==> src/rtl/swc_rtu_arb_pkg.sv <==
// Shared types and helpers for the RTU port arbiter: per-port and arbiter
// state encodings plus an index-width helper.
package swc_rtu_arb_pkg;

  typedef enum logic [1:0] {
    IDLE,
    PENDING,
    HOLD
  } port_state_e;

  typedef enum logic {
    ARB_IDLE,
    ARB_REQ
  } arb_state_e;

  // Bits needed to index n items, never less than one.
  function automatic int idx_width(input int n);
    for (int w = 1; w < 32; w++) begin
      if ((1 << w) >= n) return w;
    end
    return 32;
  endfunction

endpackage

==> src/rtl/swc_rr_pick.sv <==
// Combinational round-robin picker: first eligible port at or after rr_ptr,
// wrapping modulo the port count.
module swc_rr_pick
  import swc_rtu_arb_pkg::*;
#(
  parameter int g_num_ports      = 8,
  parameter int g_port_idx_width = 3
) (
  input  logic [g_num_ports-1:0]      eligible,
  input  logic [g_port_idx_width-1:0] rr_ptr,
  output logic [g_port_idx_width-1:0] grant_idx,
  output logic                        found
);

  localparam int N    = g_num_ports;
  localparam int SumW = idx_width(g_num_ports) + 1;

  logic [2*N-1:0] rotated;
  logic [SumW-1:0] sum;
  int offset;

  // Rotating the doubled vector puts rr_ptr at bit 0, so the lowest set bit
  // is the offset of the winner from the pointer.
  always_comb begin
    rotated   = {eligible, eligible} >> rr_ptr;
    found     = 1'b0;
    offset    = 0;
    sum       = '0;
    grant_idx = '0;
    for (int i = 0; i < N; i++) begin
      if (!found && rotated[i]) begin
        found  = 1'b1;
        offset = i;
      end
    end
    sum = SumW'(rr_ptr) + SumW'(offset);
    if (sum >= SumW'(N)) begin
      sum = sum - SumW'(N);
    end
    grant_idx = g_port_idx_width'(sum);
  end

endmodule

==> src/rtl/swc_rtu_port_arbiter.sv <==
// Shares one RTU lookup engine among all switch ports and steers each
// response into a per-port holding register until swc_core acknowledges it.
module swc_rtu_port_arbiter
  import swc_rtu_arb_pkg::*;
#(
  parameter int g_num_ports      = 8,
  parameter int g_prio_width     = 3,
  parameter int g_port_idx_width = 3
) (
  input  logic                                 clk_i,
  input  logic                                 rst_i,
  input  logic [g_num_ports-1:0]               port_req_i,
  output logic [g_num_ports-1:0]               port_req_ack_o,
  output logic                                 rtu_req_valid_o,
  output logic [g_port_idx_width-1:0]          rtu_req_port_o,
  input  logic                                 rtu_req_ready_i,
  input  logic                                 rtu_rsp_valid_i,
  input  logic [g_port_idx_width-1:0]          rtu_rsp_port_i,
  input  logic [g_num_ports-1:0]               rtu_rsp_mask_i,
  input  logic                                 rtu_rsp_drop_i,
  input  logic [g_prio_width-1:0]              rtu_rsp_prio_i,
  output logic [g_num_ports-1:0]               rtu_rsp_valid_o,
  input  logic [g_num_ports-1:0]               rtu_rsp_ack_i,
  output logic [g_num_ports*g_num_ports-1:0]   rtu_dst_port_mask_o,
  output logic [g_num_ports-1:0]               rtu_drop_o,
  output logic [g_num_ports*g_prio_width-1:0]  rtu_prio_o,
  output logic                                 rsp_err_o
);

  localparam int N  = g_num_ports;
  localparam int PW = g_prio_width;
  localparam int IW = g_port_idx_width;

  arb_state_e arb_state, arb_state_nxt;
  logic [IW-1:0] req_port, req_port_nxt;
  logic [IW-1:0] rr_ptr, rr_ptr_nxt;
  logic grant;

  port_state_e port_state [N];
  port_state_e port_state_nxt [N];

  logic [N-1:0] eligible;
  logic [N-1:0] ack_vec;
  logic [N-1:0] rsp_hit;
  logic [IW-1:0] pick_idx;
  logic pick_found;

  // Only an idle port may request, which caps each port at one lookup in flight.
  always_comb begin
    eligible = '0;
    rsp_hit  = '0;
    ack_vec  = '0;
    for (int p = 0; p < N; p++) begin
      eligible[p] = (port_state[p] == IDLE) && port_req_i[p];
      rsp_hit[p]  = rtu_rsp_valid_i && (rtu_rsp_port_i == IW'(p))
                    && (port_state[p] == PENDING);
      ack_vec[p]  = grant && (req_port == IW'(p));
    end
  end

  swc_rr_pick #(
    .g_num_ports      (N),
    .g_port_idx_width (IW)
  ) u_rr_pick (
    .eligible  (eligible),
    .rr_ptr    (rr_ptr),
    .grant_idx (pick_idx),
    .found     (pick_found)
  );

  always_ff @(posedge clk_i) begin
    if (rst_i) begin
      arb_state <= ARB_IDLE;
      req_port  <= '0;
      rr_ptr    <= '0;
    end else begin
      arb_state <= arb_state_nxt;
      req_port  <= req_port_nxt;
      rr_ptr    <= rr_ptr_nxt;
    end
  end

  // Once a port is latched into ARB_REQ the request is committed, even if the
  // port later withdraws its request level.
  always_comb begin
    arb_state_nxt = arb_state;
    req_port_nxt  = req_port;
    rr_ptr_nxt    = rr_ptr;
    grant         = 1'b0;
    unique case (arb_state)
      ARB_IDLE: begin
        if (pick_found) begin
          req_port_nxt  = pick_idx;
          arb_state_nxt = ARB_REQ;
        end
      end
      ARB_REQ: begin
        if (rtu_req_ready_i) begin
          grant         = 1'b1;
          rr_ptr_nxt    = (req_port == IW'(N - 1)) ? '0 : req_port + IW'(1);
          arb_state_nxt = ARB_IDLE;
        end
      end
      default: arb_state_nxt = ARB_IDLE;
    endcase
  end

  always_ff @(posedge clk_i) begin
    for (int p = 0; p < N; p++) begin
      if (rst_i) begin
        port_state[p] <= IDLE;
      end else begin
        port_state[p] <= port_state_nxt[p];
      end
    end
  end

  always_comb begin
    for (int p = 0; p < N; p++) begin
      port_state_nxt[p] = port_state[p];
      unique case (port_state[p])
        IDLE:    if (ack_vec[p])       port_state_nxt[p] = PENDING;
        PENDING: if (rsp_hit[p])       port_state_nxt[p] = HOLD;
        HOLD:    if (rtu_rsp_ack_i[p]) port_state_nxt[p] = IDLE;
        default: port_state_nxt[p] = IDLE;
      endcase
    end
  end

  // Held data survives the ack; only the valid bit (the HOLD state) clears.
  always_ff @(posedge clk_i) begin
    if (rst_i) begin
      rtu_dst_port_mask_o <= '0;
      rtu_drop_o          <= '0;
      rtu_prio_o          <= '0;
      rsp_err_o           <= 1'b0;
    end else begin
      for (int p = 0; p < N; p++) begin
        if (rsp_hit[p]) begin
          rtu_dst_port_mask_o[p*N +: N] <= rtu_rsp_mask_i;
          rtu_drop_o[p]                 <= rtu_rsp_drop_i;
          rtu_prio_o[p*PW +: PW]        <= rtu_rsp_prio_i;
        end
      end
      rsp_err_o <= rtu_rsp_valid_i && (rsp_hit == '0);
    end
  end

  always_comb begin
    rtu_rsp_valid_o = '0;
    for (int p = 0; p < N; p++) begin
      rtu_rsp_valid_o[p] = (port_state[p] == HOLD);
    end
  end

  assign rtu_req_valid_o = (arb_state == ARB_REQ);
  assign rtu_req_port_o  = req_port;
  assign port_req_ack_o  = ack_vec;

endmodule

==> config.mk <==
export PLATFORM = sky130hd
export DESIGN_NAME = swc_rtu_port_arbiter
export DESIGN_NICKNAME = d
export VERILOG_FILES = /design/src/rtl/swc_rtu_arb_pkg.sv /design/src/rtl/swc_rr_pick.sv /design/src/rtl/swc_rtu_port_arbiter.sv
export SDC_FILE = /design/constraint.sdc
export NUM_CORES = 1
export LEC_CHECK = 0
export ABC_AREA = 1
export CAP_MARGIN = 10
export CORE_MARGIN = 8
export CORE_UTILIZATION = 51
export DETAILED_ROUTE_END_ITERATION = 16
export PLACE_DENSITY = 0.93
export SLEW_MARGIN = 25
export SYNTH_ARGS = -nofsm -noshare
export SYNTH_HDL_FRONTEND = slang
export SYNTH_SLANG_ARGS = --single-unit
==> constraint.sdc <==
create_clock -name clk_i -period 5.1 [get_ports clk_i]
set_input_delay 1.53 -clock clk_i [delete_from_list [all_inputs] [get_ports clk_i]]
set_output_delay 1.53 -clock clk_i [all_outputs]
set_load 0.05 [all_outputs]
Yosys cells after proc, flatten, opt, wreduce, memory -nomap -nowiden
Memories as Yosys holds them, arrays and structs flattened.
Index checks and enable logic that the tools add are counted.
{"block": "word_totals", "reg_bits": 104, "latch_bits": 0, "mem_bits_rw": 16, "mem_bits_ro": 0, "in_bits": 35, "elab_cells": 198, "memories": 1}
{"block": "classes", "n_addsub": 3, "n_mul": 0, "n_div": 0, "magnitude_cmp": 1, "n_eq_ne": 30, "n_shift": 1, "mux": 65, "n_bitwise": 9, "reduce_logical": 60}
{"memory": "port_state", "depth": 8, "width": 2, "read_ports": 8, "rd_ports_with_merged_regs": 0, "write_ports": 8, "line_no": "swc_rtu_port_arbiter.sv:39", "text": "port_state_e port_state [N];"}
{"operator": "$mux W2", "count": 34}
{"operator": "$pmux W2 S3", "count": 8}
{"operator": "$logic_and A1 B1 Y1", "count": 40}
{"operator": "$eq A3 B3 Y1 const B", "count": 8}
{"operator": "$mux W3", "count": 6}
{"operator": "$eq A2 B1 Y1 const B", "count": 8}
{"operator": "$eq A2 B2 Y1 const B", "count": 8}
{"operator": "$logic_not A2 Y1", "count": 8}
{"operator": "$mux W1", "count": 16}
{"operator": "$shr A16 B3 Y8", "count": 1}
{"operator": "$eq A3 B2 Y1 const B", "count": 4}
{"operator": "$logic_not A8 Y1", "count": 1}
{"operator": "$or A1 B1 Y1", "count": 8}
{"operator": "$logic_not A1 Y1", "count": 7}
{"operator": "$eq A3 B1 Y1 const B", "count": 2}
{"operator": "$logic_not A3 Y1", "count": 2}
{"operator": "$add A3 B3 Y4", "count": 1}
{"operator": "$ge A4 B4 Y1 const B", "count": 1}
{"operator": "$reduce_and A2 Y1", "count": 2}
{"operator": "$add A3 B1 Y3 const B", "count": 1}
{"operator": "$sub A3 B1 Y3 const B", "count": 1}
{"operator": "$pmux W1 S2", "count": 1}
{"operator": "$not A1 Y1", "count": 1}

Logic depth before layout (Yosys ltp)
Gate-level depths: netlist (run 1).
An unclocked memory read counts as a cell.
{"block": "logic_depth", "ltp_word": 29, "mapped_depth": 18, "mapped_depth_nobuf": 17}

Modules after synthesis
Synthesis (run 1) repeated with hierarchy kept, for this count alone.
{"block": "hier_totals", "hier_cells": 705, "area_unflattened_um2": 5291.3}
{"module": "swc_rtu_port_arbiter", "instances": 1, "cells_per_inst": 612, "area_each_um2": 4735.8}
{"module": "swc_rr_pick", "instances": 1, "cells_per_inst": 93, "area_each_um2": 555.5}

Worst setup path before layout (run 1)
Ideal clock, no wire load.
{"block": "synth_timing", "path_kind": "input to output", "from": "input rtu_req_ready_i", "to": "output port_req_ack_o[1]", "t_arrival_ns": 2.810, "t_required_ns": 3.570, "slack_ns": 0.760, "path_stages": 2, "path_buffers": 0, "path_cell_list": "nand2_1 nor3_1"}
{"block": "synth_via", "elab_chain_cells": 3}
{"element": "from (decl)", "line_no": "swc_rtu_port_arbiter.sv:16", "text": "input logic rtu_req_ready_i,"}
{"element": "$mux W1", "line_no": "swc_rtu_port_arbiter.sv:98", "text": "if (rtu_req_ready_i) begin"}
{"element": "$mux W1", "line_no": "swc_rtu_port_arbiter.sv:90", "text": "unique case (arb_state)"}
{"element": "$logic_and A1 B1 Y1", "line_no": "swc_rtu_port_arbiter.sv:57", "text": "ack_vec[p] = grant && (req_port == IW'(p));"}
{"element": "to (decl)", "line_no": "swc_rtu_port_arbiter.sv:13", "text": "output logic [g_num_ports-1:0] port_req_ack_o,"}
No other way between the ends.

Worst setup path in the final report (run 1)
{"block": "layout_timing", "from": "input rtu_req_ready_i", "to": "output port_req_ack_o[5]"}
Same word-level chain as after synthesis.

==> results.cfg, run 1 <==
[drt]
drt-total-wl_um = 17350
num_vias = 5224
drt_iter0_drc = 367
ant_nets = 0
dr.pass1.iters = 5
drc = 0
avgRoutedWirePerCell_um = 17.75
viasPerCell = 5.347

[clock_tree]
cts-htree-levels = 4
cts.clk_slew.worst_paths_ps = 60
hold_buffers = 0
cts_tree = yes
cts_resized = 0
cts_buffer_depth = 2
clk_latency_ps = 510
numCtsBuffers = 17
cts.sinks = 120
cts-root-buf = clkbuf_8
post-cts-setup-buffers = 0

[synthesis]
synthCells = 691
ys_ff_latch = 120
synth_top_area_cell = dfxtp_1
ys.flop_type = dfxtp_1
syn_area_per_cell_um2 = 7.377
synth_async_sr_flop_share = 0
synth_edf_count = 0
synth_common_cells = 160 x nor2_1, 120 x dfxtp_1, 101 x o21ai_0
yosys_warnings = 0
ys_types = 34
synth_top_area_frac = 0.4713
synth_most_common_cell = nor2_1
yosysSeqAreaShare = 0.4713
syn-num-nets = 734
yosys-top-cells-area = dfxtp_1 47%, nor2_1 12%, o21ai_0 9.9%
syn_area_mm2 = 0.005097

[final_layout]
final_design_area_no_fill_mm2 = 0.007237
nNetsFinal = 874
layout-drive-gt1-share = 0.08294
final_util = 0.7438
area_growth_pct = 41.97
num_antenna_cells = 0

[worst_setup_path]
worstSetupPathType = input port to output pin
cp.arrival_ps = 2780
start_kind = input port
required_ps = 3570
crit_path_end_kind = output pin
cp_max_fo = 9

[timing]
max_slew_margin = 0.3736
finClkSkew_ps = 9.854
setup_viol = 0
rsz0062_at_grt = no
fin_tns_setup_ps = 0
finalMaxSlewViolations = 0
hold_viol_final = 0
period_minus_slack_ps = 4309
fin_crit_sh = 0.8448
worst_slack_ps = 791.4
tightestPinTransition_ps = 936.9
fmax_mhz = 232.1

[floorplanning]
die_area_mm2 = 0.01345
core_area_mm2 = 0.009729
die_w_um = 116.0
row_count = 36
dieHeight_um = 116.0
start_util = 0.5239
io_pins = 152

[placement]
port_buffers = 151
place_ws_ps = 819.0
place_area_mm2 = 0.006635
dp_hpwl_um = 11590
gp_congestion = 0.9335

[grt]
first_global_vias = 5015
antenna_found_initial = 0
track_usage = 0.2545
grt_max_degree = 104
grt_pass1_wl_um = 26230
grt_overflow = 0

[job]
maxCapViolations = 0

[status]
outcome = completed

[power_and_ir_drop]
p_per_area_mw_per_mm2 = 339.8
leakage_nw = 2.824
ir_drop_uv = 396.5

[hold_path]
hp-class = flip-flop to flip-flop
power breakdown:
part | switching (mW) | leakage [nW] | internal [mW]
sequential | 0.0167 | 0.968 | 0.949
clock | 0.468 | 0.287 | 0.755
combinational | 0.178 | 1.57 | 0.0932
total | 0.662 | 2.82 | 1.80
path summary, 6_finish.rpt:
path | start | end | slack, ps | cells past startpoint
worst max-delay path | rtu_req_ready_i | port_req_ack_o[5] | 790 | 6
worst min-delay path | rtu_dst_port_mask_o[18]$_SDFFE_PP0P_ | rtu_dst_port_mask_o[18]$_SDFFE_PP0P_ | 450 | 2
worst max register to register | rr_ptr[0]$_SDFFE_PP0P_ | rtu_req_port_o[2]$_SDFFE_PP0P_ | 2340 | 14
worst min register to register | rtu_dst_port_mask_o[18]$_SDFFE_PP0P_ | rtu_dst_port_mask_o[18]$_SDFFE_PP0P_ | 450 | 2
cell type report:
type | count | area [µm²]
Fill cell | 718 | 2492
Sequential cell | 120 | 2402
Multi-Input combinational cell | 452 | 2228
Timing Repair Buffer | 153 | 1506
Clock buffer | 17 | 414.1
Inverter | 87 | 331.6
Clock inverter | 15 | 187.7
Tap cell | 133 | 166.4
state kept, by name, indices dropped and copies added (netlist names):
register             cells
rtu_req_valid_o          1
rsp_err_o                1
port_state              16
rr_ptr                   3
rtu_dst_port_mask_o     64
rtu_drop_o               8
rtu_req_port_o           3
rtu_prio_o              24
critical path: stages:
cell and delay (ps):
clkdlybuf4s50_1 460, nand2_1 170, inv_1 140, nand2_1 90, nor2_1 160, buf_4 230
stage by stage:
stage / power, mW / hold slack [ps] / cells
6_report: 2.459 / 445.4 / 977
5_1_grt: 2.530 / 464.3 / 977
4_1_cts: 2.461 / 446.6 / 977
3_5_place_dp: 1.248 / 436.8 / 945
3_3_place_gp: 1.246 / 431.4 / 945
2_1_floorplan: 1.156 / 457.7 / 691
cell usage in the layout (no fill, tap or decap), types with 3 or more instances in the layout:
cell	n
clkbuf_16	16
nand2_1	45
nor2_1	160
bufinv_16	3
nor3_1	8
inv_2	5
nand3_1	40
dfxtp_1	120
clkinvlp_4	3
inv_1	81
o21ai_0	101
nand4_1	3
nand3_2	11
o21ai_1	3
buf_4	10
clkdlybuf4s50_1	143
ha_1	7
nand2_2	4
inv_6	8
a21oi_1	50
metal layers:
layer	vias up	GRT usage	routed length, µm
met1	2416	0.2873	6795
li1	2512	-	-
met5	-	0	0
met4	0	0.1383	603
met2	256	0.4239	8339
met3	40	0.07504	1607
cell families (layout without fill, tap and decap cells):
family | Yosys count | after routing | synth area share
XOR/XNOR | 1 | 1 | 0.001719
flip-flops | 120 | 120 | 0.4713
AND/OR/NAND/NOR | 278 | 278 | 0.2464
buffers and inverters | 119 | 272 | 0.09156
adder cells (fa/ha/maj) | 8 | 8 | 0.02111
AO/OA/AOI/OAI | 165 | 165 | 0.1679
No activity file was read; power rests on OpenSTA's default activity.
==> run 2, diff against run 1 <==
CORE_UTILIZATION = 43   (was 51)
PLACE_DENSITY = 0.84   (was 0.93)
clock period = 3.9 ns   (was 5.1 ns; I/O delays follow)
==> results.cfg, run 2 (synthesized netlist as in run 1, its figures left out) <==
[placement]
port_buffers = 151
dp_hpwl_um = 11600
gp_congestion = 0.8974
place_area_mm2 = 0.006805

[floorplanning]
die_area_mm2 = 0.01559
start_util = 0.4426
io_pins = 152
die_w_um = 124.9
core_area_mm2 = 0.01152
dieHeight_um = 124.9
row_count = 39

[drt]
avgRoutedWirePerCell_um = 16.29
dr.pass1.iters = 5
ant_nets = 0
drc = 0
viasPerCell = 5.093
drt-total-wl_um = 16140
drt_iter0_drc = 436
num_vias = 5047

[clock_tree]
hold_buffers = 0
cts_tree = yes
cts_buffer_depth = 2
cts.sinks = 120
cts-root-buf = clkbuf_16
clk_latency_ps = 400
cts.clk_slew.worst_paths_ps = 50
numCtsBuffers = 17
cts-htree-levels = 4
cts_resized = 0
post-cts-setup-buffers = 0

[final_layout]
nNetsFinal = 880
top_register = rtu_dst_port_mask_o
final_design_area_no_fill_mm2 = 0.007410
reg_top3 = rtu_dst_port_mask_o (64), rtu_prio_o (24), port_state (16)
largest_reg_flops = 64
mostFrequentLayoutCells = 160 x nor2_1, 143 x clkdlybuf4s50_1, 120 x dfxtp_1
area_growth_pct = 45.36
layout-drive-gt1-share = 0.08608
mostFrequentLayoutCell = nor2_1
final_util = 0.6434
num_antenna_cells = 0

[worst_setup_path]
r2r-start = rr_ptr[0]$_SDFFE_PP0P_
crit_path_end_kind = output pin
ff2ff_setup_slack_ps = 1170
worstSetupPathType = input port to output pin
rr_worst_depth = 16
required_ps = 2730
start_kind = input port
worstReg2RegEnd = rtu_req_port_o[2]$_SDFFE_PP0P_
cp_max_fo = 9
cp.arrival_ps = 2620

[hold_path]
min_to = rtu_prio_o[5]$_SDFFE_PP0P_
hp-class = flip-flop to flip-flop
hp-start = rtu_prio_o[5]$_SDFFE_PP0P_
hold_path_depth = 2

[timing]
tightestPinTransition_ps = 847.4
fin_crit_sh = 0.9730
max_slew_margin = 0.4335
fin_tns_setup_ps = 0
finalMaxSlewViolations = 0
setup_viol = 0
rsz0062_at_grt = no
fmax_mhz = 263.5
finClkSkew_ps = 6.298
period_minus_slack_ps = 3795
hold_viol_final = 0

[power_and_ir_drop]
p_switching_uw = 779.6
ir_drop_uv = 347.9
power_frac_seq = 0.393
p_per_area_mw_per_mm2 = 433.6
combPwrFrac = 0.111
p_int_mw = 2.433
switching_share = 0.2426
leakage_nw = 2.886
finalPower_mw = 3.213
clkPwrFrac = 0.495

[job]
maxCapViolations = 0

[grt]
grt_pass1_wl_um = 25150
antenna_found_initial = 0
grt_overflow = 0
grt_max_degree = 97
first_global_vias = 4762
track_usage = 0.2022

[status]
outcome = completed
## run 2: cell count changes in the layout (fill, tap and decap cells not counted), moves of 2 or more
cell      delta
clkbuf_8     +3
inv_6        -7
buf_12       +9
clkinv_2     +2
buf_4        -3
## run 2: how the worst max path moves through the flow
| stage | startpoint | endpoint | slack [ps] | cells past startpoint |
|---|---|---|---|---|
| 5_1_grt | rtu_req_ready_i | port_req_ack_o[5] | 50 | 6 |
| 2_1_floorplan | rtu_req_ready_i | port_req_ack_o[1] | 280 | 2 |
| 4_1_cts | rtu_req_ready_i | port_req_ack_o[5] | 130 | 6 |
| 3_5_place_dp | rtu_req_ready_i | port_req_ack_o[5] | 130 | 6 |
| 3_3_place_gp | rtu_req_ready_i | port_req_ack_o[5] | 130 | 6 |
| 6_report | rtu_req_ready_i | port_req_ack_o[5] | 110 | 6 |
## run 2: critical path: stages
cell             delay [ps]
clkdlybuf4s50_1         450
nand2_1                 180
inv_1                   150
nand2_1                 100
nor2_1                  380
buf_12                  200
## run 2: final cells by class
class | count | area (µm²)
Timing Repair Buffer | 159 | 1664
Clock inverter | 8 | 120.1
Sequential cell | 120 | 2402
Multi-Input combinational cell | 452 | 2228
Tap cell | 143 | 178.9
Fill cell | 960 | 4106
Inverter | 87 | 331.6
Clock buffer | 22 | 484.2
## run 2: power by group through the flow
stage          clock network (mW)  registers (mW)  logic [mW]
2_1_floorplan                   0            1.31       0.202
3_3_place_gp                    0            1.29       0.350
3_5_place_dp                    0            1.29       0.353
4_1_cts                      1.61            1.26       0.355
5_1_grt                      1.65            1.27       0.391
6_report                     1.59            1.26       0.357
## run 2: through the flow
| step | hold WS, ps | worst slack [ps] | std cells |
|---|---|---|---|
| after floorplan | 457.7 | 280.1 | 691 |
| after global placement | 429.2 | 131.2 | 961 |
| after detailed placement | 433.9 | 127.3 | 961 |
| after CTS | 441.9 | 125.3 | 991 |
| after global routing | 458.2 | 52.63 | 991 |
| final | 439.6 | 105.5 | 991 |
## run 2: layer usage
metal  routed length [µm]  vias to the layer above  part of all wire  track usage
met3                 1208                       20             0.075      0.06421
li1                     -                     2528                 -            -
met5                    0                        -                 0            0
met4                  384                        0             0.024      0.08883
met1                 6964                     2328              0.43       0.2346
met2                 7584                      171              0.47       0.3350
